[src/rtl/hash_request_scheduler.sv]
// -----------------------------------------------------------------------------
// hash_request_scheduler
//
// Shares one fixed-latency hash-table pipeline between NUM_REQ requesters.
// One requester is granted per cycle in round-robin order. Its operation is
// registered into the pipeline, and a tag delay line matched to PIPE_LATENCY
// routes each pipeline response back to the requester that issued it. A
// flush FSM stops new grants and waits until every in-flight operation has
// retired, so a table clear or reconfiguration can run safely.
//
// Ports
//   clk, reset          clock, asynchronous active-high reset
//   clk_en              global stall; 0 freezes all state and handshakes
//   req_valid_i         per-requester request valid
//   req_ready_o         per-requester accept (one-hot or zero)
//   req_op_i            per-requester op (00 lookup, 01 insert, 10 delete)
//   req_key_i           per-requester key
//   req_data_i          per-requester data
//   req_hash_adr_i      per-requester hash address
//   pipe_*_o            registered issue towards the pipeline
//   pipe_resp_*_i       pipeline response (strobe, hit flag, data)
//   resp_valid_o        one-hot response strobe to the owning requester
//   resp_found_o        broadcast hit flag
//   resp_data_o         broadcast response data
//   flush_i             drain request (level)
//   flush_done_o        pipeline empty and grants stopped
//   err_o               sticky response/tag mismatch
// -----------------------------------------------------------------------------
module hash_request_scheduler #(
  parameter int NUM_REQ        = 4,
  parameter int DATA_WIDTH     = 4,
  parameter int KEY_WIDTH      = 2,
  parameter int HASH_ADR_WIDTH = 2,
  parameter int PIPE_LATENCY   = 3
) (
  input  logic                              clk,
  input  logic                              reset,
  input  logic                              clk_en,
  input  logic [NUM_REQ-1:0]                req_valid_i,
  output logic [NUM_REQ-1:0]                req_ready_o,
  input  logic [2*NUM_REQ-1:0]              req_op_i,
  input  logic [KEY_WIDTH*NUM_REQ-1:0]      req_key_i,
  input  logic [DATA_WIDTH*NUM_REQ-1:0]     req_data_i,
  input  logic [HASH_ADR_WIDTH*NUM_REQ-1:0] req_hash_adr_i,
  output logic                              pipe_valid_o,
  output logic [1:0]                        pipe_op_o,
  output logic [KEY_WIDTH-1:0]              pipe_key_o,
  output logic [DATA_WIDTH-1:0]             pipe_data_o,
  output logic [HASH_ADR_WIDTH-1:0]         pipe_hash_adr_o,
  input  logic                              pipe_resp_valid_i,
  input  logic                              pipe_resp_found_i,
  input  logic [DATA_WIDTH-1:0]             pipe_resp_data_i,
  output logic [NUM_REQ-1:0]                resp_valid_o,
  output logic                              resp_found_o,
  output logic [DATA_WIDTH-1:0]             resp_data_o,
  input  logic                              flush_i,
  output logic                              flush_done_o,
  output logic                              err_o
);

  localparam int ID_W  = (NUM_REQ > 1) ? $clog2(NUM_REQ) : 1;
  // inflight spans 0..PIPE_LATENCY+1 (issue register plus every tag stage)
  localparam int INF_W = $clog2(PIPE_LATENCY + 2);

  typedef enum logic [1:0] {
    ST_RUN   = 2'b00,
    ST_DRAIN = 2'b01,
    ST_DONE  = 2'b10
  } state_e;

  state_e                            state_q;
  logic                              flush_done_q;
  logic [ID_W-1:0]                   rr_ptr_q;
  logic [ID_W-1:0]                   rr_ptr_d;
  logic [ID_W:0]                     cand_s;
  logic [ID_W:0]                     idx_s;
  logic                              take_s;
  logic                              grant_found_s;
  logic [ID_W-1:0]                   grant_id_s;
  logic                              accept_s;
  logic                              transfer_s;
  logic                              pipe_valid_q;
  logic [1:0]                        pipe_op_q;
  logic [KEY_WIDTH-1:0]              pipe_key_q;
  logic [DATA_WIDTH-1:0]             pipe_data_q;
  logic [HASH_ADR_WIDTH-1:0]         pipe_hash_adr_q;
  logic [ID_W-1:0]                   pipe_id_q;
  logic [PIPE_LATENCY-1:0]           tag_valid_q;
  logic [PIPE_LATENCY-1:0][ID_W-1:0] tag_id_q;
  logic                              tail_valid_s;
  logic [ID_W-1:0]                   tail_id_s;
  logic [INF_W-1:0]                  inflight_q;
  logic [INF_W-1:0]                  inflight_d;
  logic                              err_q;

  // Round-robin search: first valid requester at rr_ptr, rr_ptr+1, ... mod NUM_REQ.
  always_comb begin
    grant_found_s = 1'b0;
    grant_id_s    = '0;
    cand_s        = '0;
    idx_s         = '0;
    take_s        = 1'b0;
    for (int k = 0; k < NUM_REQ; k++) begin
      cand_s        = {1'b0, rr_ptr_q} + (ID_W+1)'(k);
      idx_s         = (cand_s >= (ID_W+1)'(NUM_REQ)) ? (cand_s - (ID_W+1)'(NUM_REQ)) : cand_s;
      take_s        = ~grant_found_s & req_valid_i[idx_s[ID_W-1:0]];
      grant_id_s    = take_s ? idx_s[ID_W-1:0] : grant_id_s;
      grant_found_s = grant_found_s | take_s;
    end
  end

  // Reset is folded into accept so no ready is offered while reset is held.
  assign accept_s    = clk_en & (state_q == ST_RUN) & ~flush_i & ~reset;
  assign transfer_s  = accept_s & grant_found_s;
  assign req_ready_o = transfer_s ? (NUM_REQ'(1'b1) << grant_id_s) : '0;
  assign rr_ptr_d    = (grant_id_s == ID_W'(NUM_REQ - 1)) ? '0 : (grant_id_s + ID_W'(1));

  assign tail_valid_s = tag_valid_q[PIPE_LATENCY-1];
  assign tail_id_s    = tag_id_q[PIPE_LATENCY-1];

  assign resp_valid_o = (tail_valid_s & pipe_resp_valid_i & clk_en) ?
                        (NUM_REQ'(1'b1) << tail_id_s) : '0;
  assign resp_found_o = pipe_resp_found_i;
  assign resp_data_o  = pipe_resp_data_i;

  assign pipe_valid_o    = pipe_valid_q;
  assign pipe_op_o       = pipe_op_q;
  assign pipe_key_o      = pipe_key_q;
  assign pipe_data_o     = pipe_data_q;
  assign pipe_hash_adr_o = pipe_hash_adr_q;
  assign flush_done_o    = flush_done_q;
  assign err_o           = err_q;

  // In-flight count: +1 per grant, -1 per tag leaving the delay line.
  always_comb begin
    inflight_d = inflight_q;
    case ({transfer_s, tail_valid_s})
      2'b10:   inflight_d = inflight_q + INF_W'(1);
      2'b01:   inflight_d = inflight_q - INF_W'(1);
      default: inflight_d = inflight_q;
    endcase
  end

  // Issue register, round-robin pointer, tag delay line, inflight and error flag.
  always_ff @(posedge clk or posedge reset) begin
    if (reset) begin
      pipe_valid_q    <= 1'b0;
      pipe_op_q       <= 2'b00;
      pipe_key_q      <= '0;
      pipe_data_q     <= '0;
      pipe_hash_adr_q <= '0;
      pipe_id_q       <= '0;
      rr_ptr_q        <= '0;
      tag_valid_q     <= '0;
      tag_id_q        <= '0;
      inflight_q      <= '0;
      err_q           <= 1'b0;
    end else if (clk_en) begin
      pipe_valid_q <= transfer_s;
      if (transfer_s) begin
        pipe_op_q       <= req_op_i[grant_id_s*2 +: 2];
        pipe_key_q      <= req_key_i[grant_id_s*KEY_WIDTH +: KEY_WIDTH];
        pipe_data_q     <= req_data_i[grant_id_s*DATA_WIDTH +: DATA_WIDTH];
        pipe_hash_adr_q <= req_hash_adr_i[grant_id_s*HASH_ADR_WIDTH +: HASH_ADR_WIDTH];
        pipe_id_q       <= grant_id_s;
        rr_ptr_q        <= rr_ptr_d;
      end
      // tag[0] captures the issue register, so the tail lines up with the
      // response PIPE_LATENCY enabled cycles after pipe_valid_o.
      tag_valid_q[0] <= pipe_valid_q;
      tag_id_q[0]    <= pipe_id_q;
      for (int k = 1; k < PIPE_LATENCY; k++) begin
        tag_valid_q[k] <= tag_valid_q[k-1];
        tag_id_q[k]    <= tag_id_q[k-1];
      end
      inflight_q <= inflight_d;
      if (tail_valid_s ^ pipe_resp_valid_i) begin
        err_q <= 1'b1;
      end
    end
  end

  // Flush FSM; flush_done is registered alongside the DONE state.
  always_ff @(posedge clk or posedge reset) begin
    if (reset) begin
      state_q      <= ST_RUN;
      flush_done_q <= 1'b0;
    end else if (clk_en) begin
      case (state_q)
        ST_RUN: begin
          if (flush_i) begin
            state_q <= ST_DRAIN;
          end
        end
        ST_DRAIN: begin
          // flush_i is ignored here: draining always completes first
          if (inflight_q == '0) begin
            state_q      <= ST_DONE;
            flush_done_q <= 1'b1;
          end
        end
        ST_DONE: begin
          if (!flush_i) begin
            state_q      <= ST_RUN;
            flush_done_q <= 1'b0;
          end
        end
        default: begin
          state_q      <= ST_RUN;
          flush_done_q <= 1'b0;
        end
      endcase
    end
  end

endmodule

[config.mk]
export PLATFORM = sky130hd
export DESIGN_NAME = hash_request_scheduler
export DESIGN_NICKNAME = d
export VERILOG_FILES = /design/src/rtl/hash_request_scheduler.sv
export SDC_FILE = /design/constraint.sdc
export NUM_CORES = 1
export LEC_CHECK = 0
export CORE_MARGIN = 1.5
export CORE_UTILIZATION = 43
export CTS_BUF_LIST = sky130_fd_sc_hd__clkbuf_4
export CTS_CLUSTER_DIAMETER = 30
export DETAILED_ROUTE_END_ITERATION = 8
export GPL_ROUTABILITY_DRIVEN = 0
export GPL_TIMING_DRIVEN = 0
export PLACE_DENSITY = 0.81
export SLEW_MARGIN = 5
export SYNTH_ARGS = -nofsm -noshare
export SYNTH_HDL_FRONTEND = slang
export SYNTH_SLANG_ARGS = --single-unit
[constraint.sdc]
create_clock -name clk -period 2.7 [get_ports clk]
set_input_delay 0.81 -clock clk [delete_from_list [all_inputs] [get_ports clk]]
set_output_delay 0.81 -clock clk [all_outputs]
set_load 0.01 [all_outputs]
* After elaboration in Yosys (flattened, before gate mapping)
Index checks and enable logic that the tools add are counted.
** Cells by class
- Add/subtract/negate cells :: 10
- Magnitude comparators :: 8
- Equal/unequal tests :: 8
- Shifts and indexed selects :: 6
- Mux-type cells :: 27
- Bitwise logic cells :: 19
- Reductions and logical operators :: 8
** Operators with widths (count)
- $mux W2 :: 12
- $shiftx A8 B4 Y2 :: 3
- $shiftx A16 B5 Y4 :: 1
- $lt A2 B3 Y1 const B :: 4
- $and A1 B1 Y1 :: 9
- $ge A3 B3 Y1 const B :: 3
- $bmux W1 S2 :: 4
- $mux W4 :: 2
- $reduce_and A4 Y1 :: 2
- $shl A1 B2 Y4 const A :: 2
- $sub A2 B1 Y2 const B :: 4
- $add A2 B2 Y3 const B :: 2
- $eq A2 B2 Y1 const B :: 3
- $mux W1 :: 6
- $ne A2 B2 Y1 const B :: 3
- $not A1 Y1 :: 6
- $pmux W2 S3 :: 1
- $pmux W3 S2 :: 1
- $reduce_and A2 Y1 :: 3
- $eq A2 B1 Y1 const B :: 2
- $add A2 B1 Y3 const B :: 1
- $add A3 B1 Y3 const B :: 1
- $ge A2 B3 Y1 const B :: 1
- $logic_not A3 Y1 :: 1
- other kinds (7) :: 9
** Storage, ports and cells
- Flip-flop bits (word level) :: 31
- Output and inout port bits :: 26

* Logic depth before layout (Yosys ltp)
Gate-level depths: netlist of the first run.
- Depth in word-level cells :: 17
- Depth in mapped cells :: 11

* Least setup slack after synthesis of the first run
Ideal clock, no wire load.
- Path type :: input port to flip-flop
- From :: input port flush_i
- To :: register inflight_q[2]
- Library setup time :: 0.125 ns
- Data arrival time :: 2.537 ns
- Path slack :: 0.038 ns
- Stages :: 10
- Buffers on the path :: 1
- Cells stage by stage :: or3_1 -> nor3_4 -> inv_2 -> buf_6 -> ha_1 -> inv_1 -> fa_1 -> xor2_1 -> nor2_1 -> xor2_1
** On the way
- Longest elaborated chain between the ends :: 7
** Ends and longest elaborated chain
- start: declaration :: RTL line 56 : input logic flush_i,
- $not A1 Y1 * :: RTL line 113 : assign accept_s = clk_en & (state_q == ST_RUN) & ~flush_i & ~reset;
- $and A1 B1 Y1 * (2 in series) :: RTL line 113
- $and A1 B1 Y1 * :: RTL line 114 : assign transfer_s = accept_s & grant_found_s;
- $eq A2 B1 Y1 / $eq A2 B2 Y1 (equally long branches) :: RTL line 137 : case ({transfer_s, tail_valid_s})
- $reduce_bool A2 Y1 (no source line)
- $reduce_and A2 Y1 (no source line)
- end signal: assignment :: RTL line 176 : inflight_q <= inflight_d;
- end: declaration :: RTL line 92 : logic [INF_W-1:0] inflight_q;
Every way passes the cells marked *; elsewhere a longest branch is shown, timed or not.
A chain may end at the register's enable or synchronous reset.

* Worst setup path after layout of the first run
- From :: input port req_valid_i[0]
- To :: output port req_ready_o[2]
** On the way
- Longest elaborated chain between the ends :: 13
** Ends and longest elaborated chain
- start: declaration :: RTL line 39 : input logic [NUM_REQ-1:0] req_valid_i,
- $bmux W1 S2 :: RTL line 106 : take_s = ~grant_found_s & req_valid_i[idx_s[ID_W-1:0]];
- $mux W1 (not written as such) :: RTL line 106
- $not A1 Y1 :: RTL line 106
- $and A1 B1 Y1 :: RTL line 106
- $or A1 B1 Y1 :: RTL line 108 : grant_found_s = grant_found_s | take_s;
- $not A1 Y1 :: RTL line 106
- $and A1 B1 Y1 :: RTL line 106
- $or A1 B1 Y1 :: RTL line 108
- $not A1 Y1 :: RTL line 106
- $and A1 B1 Y1 :: RTL line 106
- $mux W2 * :: RTL line 107 : grant_id_s = take_s ? idx_s[ID_W-1:0] : grant_id_s;
- via grant_id_s[1] :: RTL line 79 : logic [ID_W-1:0] grant_id_s;
- $shl A1 B2 Y4 * :: RTL line 115 : assign req_ready_o = transfer_s ? (NUM_REQ'(1'b1) << grant_id_s) : '0;
- $mux W4 * :: RTL line 115
- end: declaration :: RTL line 40 : output logic [NUM_REQ-1:0] req_ready_o,
The timed path passes the listed nets; every way through them passes the cells marked *. The select of a mux whose other input is x is not followed.

==> impl_metrics.ini, run 1 <==
[run_status]
status = finished, violations left
violations = setup timing

[placement]
dpl.hpwl_um = 3020
dp.cells = 289
post-place-ws_ns = -1.12
place_area_um2 = 2560
port-buffer-count = 73

[yosys]
synthArstFlopShare_pct = 100
yosysTopAreaCell = dfrtp_1
ys.flop_type = dfrtp_1
synthTopCellsByCount = dfrtp_1, mux2i_1, nand2_1
synth_top_cell_area_share_pct = 43.9
synth_seq_cells = 31
yosys-top-cells-area = dfrtp_1, mux2i_1, mux2_2, o221ai_1, ha_1
synth_cell_types = 36
synth_nets = 227
ys_seq_area_share_pct = 43.9
synthesis.instances = 166
syn_avg_cell_area_um2 = 10.6
syn_area_um2 = 1770
yosysWarnings = 0
synth_edf_count = 0
post-synth-top-count-cell = dfrtp_1

[die]
die_w_um = 67.1
dieArea_um2 = 4500
ioPinCount = 80
rows = 23
die_h_um = 67.1
initial_core_util_pct = 44.5
coreArea_um2 = 3970

[route]
wl_met3_um = 246
ant_nets = 0
met1Wirelength_um = 1900
firstDrtPassIters = 4
via_per_inst = 5.14
dr.first_iter.drc_count = 32
route.met2.wl_um = 2300
drc_errors = 0
wl_per_cell_um = 14.5
vias = 1599
maxUsedRoutingLayer = met4
postRouteWirelength_um = 4510

[run]
maxCapViolCount = 0

[setup_path]
cp_cell_sequence = buf_12 > a21oi_2 > o21a_1 > o22ai_4 > buf_8 > inv_6 > ha_4 > and2_4 > buf_6
setup.worst_path.start_class = input port
crit_fanout = 6
cpPeakStageDelay_ns = 0.20
critPathKind = in2out
cpMaxStageDelayCell = o21a_1
cp.required_ns = 1.89
cp.arrival_ns = 1.94
end_kind = output pin

[sta]
max_slew_margin_pct = 25.8
fin_skew_ns = 0.00800
whs_ns = 0.469
hold_viol = 0
tightest_slew_ns = 1.11
rsz0062_at_grt = yes
maxSlewViolCount = 0
setup_viol = 4
timing.final.ws_setup_ns = -0.0502
fin_crit_ns = 2.75
timing.fmax_mhz = 364
finalSetupTns_ns = -0.166
post-route-period-util_pct = 102

[pwr]
ir_drop_v = 0.000417
finalPower_mw = 2.16
p_leak_nw = 1.32
p_per_area_nw_per_um2 = 759

[cts]
tritoncts = done
cts-root-buf = clkbuf_4
clock-sinks = 31
h-tree-depth = 2
clkLatencyLatePin_ns = 0.31
clk_pin_slew_worst_paths_ns = 0.08
cts_buffers = 5
cts.path.max_buffers = 2

[grt]
grt_max_degree = 32
track_usage_pct = 19.9
grt_pass1_wl_um = 6640
grt_pass1_vias = 1502
antenna_found_initial = 0
grt.overflow.total = 0

[cells_and_area]
areaGrowthSynthToFinish_pct = 60.9
final_cell_area_um2 = 2840
drive_above_1_share_pct = 30.7
fin_nets = 323
fin_util_pct = 71.5
finalNonFillerCells = 311
num_antenna_cells = 0

[min_path]
hold_class = reg2reg
-- worst paths after layout --
check | start | endpoint | slack (ns) | cells after the start
worst min-delay path | err_o | err_o | 0.47 | 1
max in group asynchronous | reset | rr_ptr_q[1] | 1.18 | 2
worst max register to register | state_q[0] | inflight_q[2] | 0.32 | 11
worst min register to register | err_o | err_o | 0.47 | 1
min in group asynchronous | reset | state_q[0] | 0.78 | 2
worst max-delay path | req_valid_i[0] | req_ready_o[2] | -0.05 | 9
-- cell type report --
| cell class | count | area, um^2 |
|---|---|---|
| sequential | 31 | 777 |
| multi-input combinational | 113 | 966 |
| clock buffer | 6 | 45.0 |
| fill | 313 | 1130 |
| buffer | 10 | 85.1 |
| tap | 50 | 62.6 |
| timing repair buffer | 90 | 856 |
| inverter | 11 | 48.8 |
-- layout by cell type (no fill, tap or decap), drive strengths merged, types with 2 or more instances in the layout --
cell type       n
a211oi          2
clkdlybuf4s50  59
a21oi           4
or3             2
o21ai           7
nor3            4
mux2i          20
buf            39
o22ai           2
dfrtp          31
nand2b          5
ha              6
xor2            2
nor2            5
o221ai          9
inv            11
nand2          22
mux2            8
and2            5
clkbuf          8
-- registers in the layout (all words and copies together), names as in the netlist --
signal           cells
err_o                1
flush_done_o         1
inflight_q           3
pipe_data_o          4
pipe_hash_adr_o      2
pipe_id_q            2
pipe_key_o           2
pipe_op_o            2
pipe_valid_o         1
rr_ptr_q             2
state_q              2
tag_id_q             4
tag_valid_q          3
tail_id_s            2
-- kinds of logic after synthesis --
kind of cell / count (synthesis) / share of synthesized area, %
mux: 28 / 16.4
fa+ha+maj: 7 / 5.39
simple gates: 45 / 12.7
buf+inv: 22 / 7.51
flops: 31 / 43.9
xor+xnor: 3 / 1.49
compound gates: 30 / 12.5
-- power by group --
part	total, mW	internal, mW	switching, mW
Clock	0.238	0.103	0.136
Combinational	1.10	0.633	0.469
Sequential	0.816	0.668	0.148
Total	2.16	1.40	0.752
-- what timing repair did --
action,4_1_cts,5_1_grt
endpoints found under the setup margin,11,9
resized for setup,74,25
setup buffers,12,5
pin swaps,8,6
hold buffers,0,0
-- metal layers --
| layer | up-vias | global-route usage [%] |
|---|---|---|
| met5 | - | 0 |
| met4 | 0 | 6.12 |
| met3 | 6 | 3.72 |
| met2 | 64 | 34.8 |
| met1 | 756 | 24.5 |
| li1 | 773 | - |
-- worst max-delay path: cells and delay by family --
kind | cells | cell delay [ns]
AO/OA/AOI/OAI | 3 | 0.45
AND/OR/NAND/NOR | 1 | 0.13
adder cells (fa/ha/maj) | 1 | 0.15
buffers and inverters | 4 | 0.40
Note: power is estimated with default switching activity, not from simulation.
==> inputs of run 2 (changes only) <==
Settings changed: ABC_AREA from default to 1, CORE_UTILIZATION 43 to 45, PLACE_DENSITY 0.81 to 0.82.
==> impl_metrics.ini, run 2 <==
[route]
dr.first_iter.drc_count = 93
ant_nets = 0
vias = 2413
via_per_inst = 4.92
drc_errors = 0
postRouteWirelength_um = 6340
wl_per_cell_um = 12.9
firstDrtPassIters = 4

[yosys]
synth_edf_count = 0
syn_avg_cell_area_um2 = 7.01
ys.flop_type = dfrtp_1
synthTopCellsByCount = nand2_1, inv_1, dfrtp_1
synthArstFlopShare_pct = 100
syn_area_um2 = 2220
synth_cell_types = 31
post-synth-top-count-cell = nand2_1
synth_seq_cells = 31
yosys-top-cells-area = dfrtp_1, nand2_1, inv_1, nand3_1, ha_1
synth_top_cell_area_share_pct = 35.0
synthesis.instances = 316
ys_seq_area_share_pct = 35.0
yosysWarnings = 0
synth_nets = 377
yosysTopAreaCell = dfrtp_1

[cts]
cts_buffers = 5
clock-sinks = 31
clkLatencyLatePin_ns = 0.34
clk_pin_slew_worst_paths_ns = 0.11
cts-root-buf = clkbuf_4
cts.path.max_buffers = 2
tritoncts = done
h-tree-depth = 2

[pwr]
p_per_area_nw_per_um2 = 1240
p_leak_nw = 1.83
finalPower_mw = 4.52
ir_drop_v = 0.000721

[placement]
dp.cells = 457
place_area_um2 = 3240
port-buffer-count = 74
dpl.hpwl_um = 3990

[min_path]
hold_class = reg2reg
min_path_cells = 1

[run_status]
violations = setup timing
status = finished, violations left

[sta]
timing.final.ws_setup_ns = -0.354
timing.fmax_mhz = 327
maxSlewViolCount = 0
tightest_slew_ns = 1.09
fin_skew_ns = 0.00837
max_slew_margin_pct = 26.9
hold_viol = 0
fin_crit_ns = 3.05
rsz0062_at_grt = yes
setup_viol = 4
post-route-period-util_pct = 113

[setup_path]
setup.worst_path.start_class = flip-flop
ff2ff_path_depth = 16
cp.required_ns = 1.89
cp.arrival_ns = 2.24
end_kind = output pin
critPathKind = reg2out
crit_fanout = 6

[cells_and_area]
final_common_cell = nand2_1
final_cell_area_um2 = 3640
finalNonFillerCells = 490
fin_nets = 483
fill_cells = 345
regArea_um2 = 778
num_antenna_cells = 0
drive_above_1_share_pct = 33.3
areaGrowthSynthToFinish_pct = 64.3
final_cell_mix = nand2_1, clkdlybuf4s50_1, inv_1
multi_input_area_um2 = 1430

[die]
ioPinCount = 80
rows = 25
die_h_um = 73.2
initial_core_util_pct = 46.9
die_w_um = 73.2
dieArea_um2 = 5350
coreArea_um2 = 4720

[run]
maxCapViolCount = 0

[grt]
grt_pass1_vias = 2352
grt_pass1_wl_um = 10100
grt.overflow.total = 0
grt_max_degree = 32
track_usage_pct = 24.4
antenna_found_initial = 0
==> run 2: cell types whose count changed after synthesis, moves of 8 or more <==
cell / change
inv_1: +33
nand4_1: +8
nand2_1: +101
mux2_2: -8
o21ai_0: +8
o221ai_1: -9
mux2i_1: -20
nand3_1: +20
nor2_1: +10
nand2_2: +10
==> run 2: cells by family (layout without fill, tap and decap cells) <==
logic type / after synthesis / after routing / synth area share, %
buffers and inverters: 62 / 169 / 13.8
and+or+nand+nor: 195 / 195 / 41.4
AOI/OAI and AO/OA: 19 / 19 / 4.69
DFF: 31 / 31 / 35.0
xor gates and xnor gates: 2 / 2 / 0.791
adders and majority gates: 7 / 7 / 4.29
==> run 2: through the flow <==
stage               setup WS (ns)  utilization, %  hold slack (ns)  setup TNS [ns]
global placement            -1.40            68.6            0.437          -10.95
CTS                        -0.318            76.5            0.473           -1.11
global route               -0.418            77.1            0.499           -1.60
finish                     -0.354            77.1            0.470           -1.30
floorplan                 -0.0235               -            0.442         -0.0287
detailed placement          -1.38            68.6            0.450          -10.72
==> run 2: cell type report <==
cell class	instances	area share [%]
inverter	50	6.60
timing repair buffer	102	26.0
clock buffer	5	1.03
buffer	8	1.99
sequential	31	21.4
tap	67	2.30
multi-input combinational	223	39.3
clock inverter	3	1.07
timing repair inverter	1	0.309
==> run 2: critical path, stage by stage, from the launching register on <==
cell	delay, ns
dfrtp_2	0.48
buf_12	0.17
inv_12	0.07
nand2_4	0.06
nand3_4	0.09
nand2_4	0.08
nor2_8	0.16
nand2_2	0.08
nand3_2	0.09
nand2_4	0.09
buf_6	0.14
ha_4	0.16
inv_4	0.06
nor2_4	0.03
buf_6	0.11
==> run 2: where the power goes <==
part           switching (mW)  internal [mW]  total [mW]  leakage, nW
Sequential              0.144          0.644       0.788        0.386
Combinational            1.88           1.49        3.37         1.40
Clock                   0.176          0.190       0.366       0.0426
==> run 2: path summary, 6_finish.rpt <==
kind                        startpoint              to  slack [ns]
max                        rr_ptr_q[0]  req_ready_o[1]       -0.35
max reg2reg                rr_ptr_q[0]   inflight_q[2]        0.08
min reg2reg                      err_o           err_o        0.47
max in group asynchronous        reset     rr_ptr_q[1]        1.16
min in group asynchronous        reset   inflight_q[1]        1.00
min                              err_o           err_o        0.47
==> run 2: metal layers <==
| metal | track usage [%] | part of all wire (%) |
|---|---|---|
| met4 | 9.22 | 2.2 |
| met3 | 4.97 | 4.5 |
| met5 | 0 | 0 |
| met1 | 28.7 | 42 |
| met2 | 43.4 | 52 |
==> run 2: repair_timing <==
action                                  CTS  global route
buffers inserted                         22             6
pin swaps                                10            13
gates cloned                              2             0
endpoints found under the setup margin   11             7
hold buffers                              0             0
resized for setup                        90            13
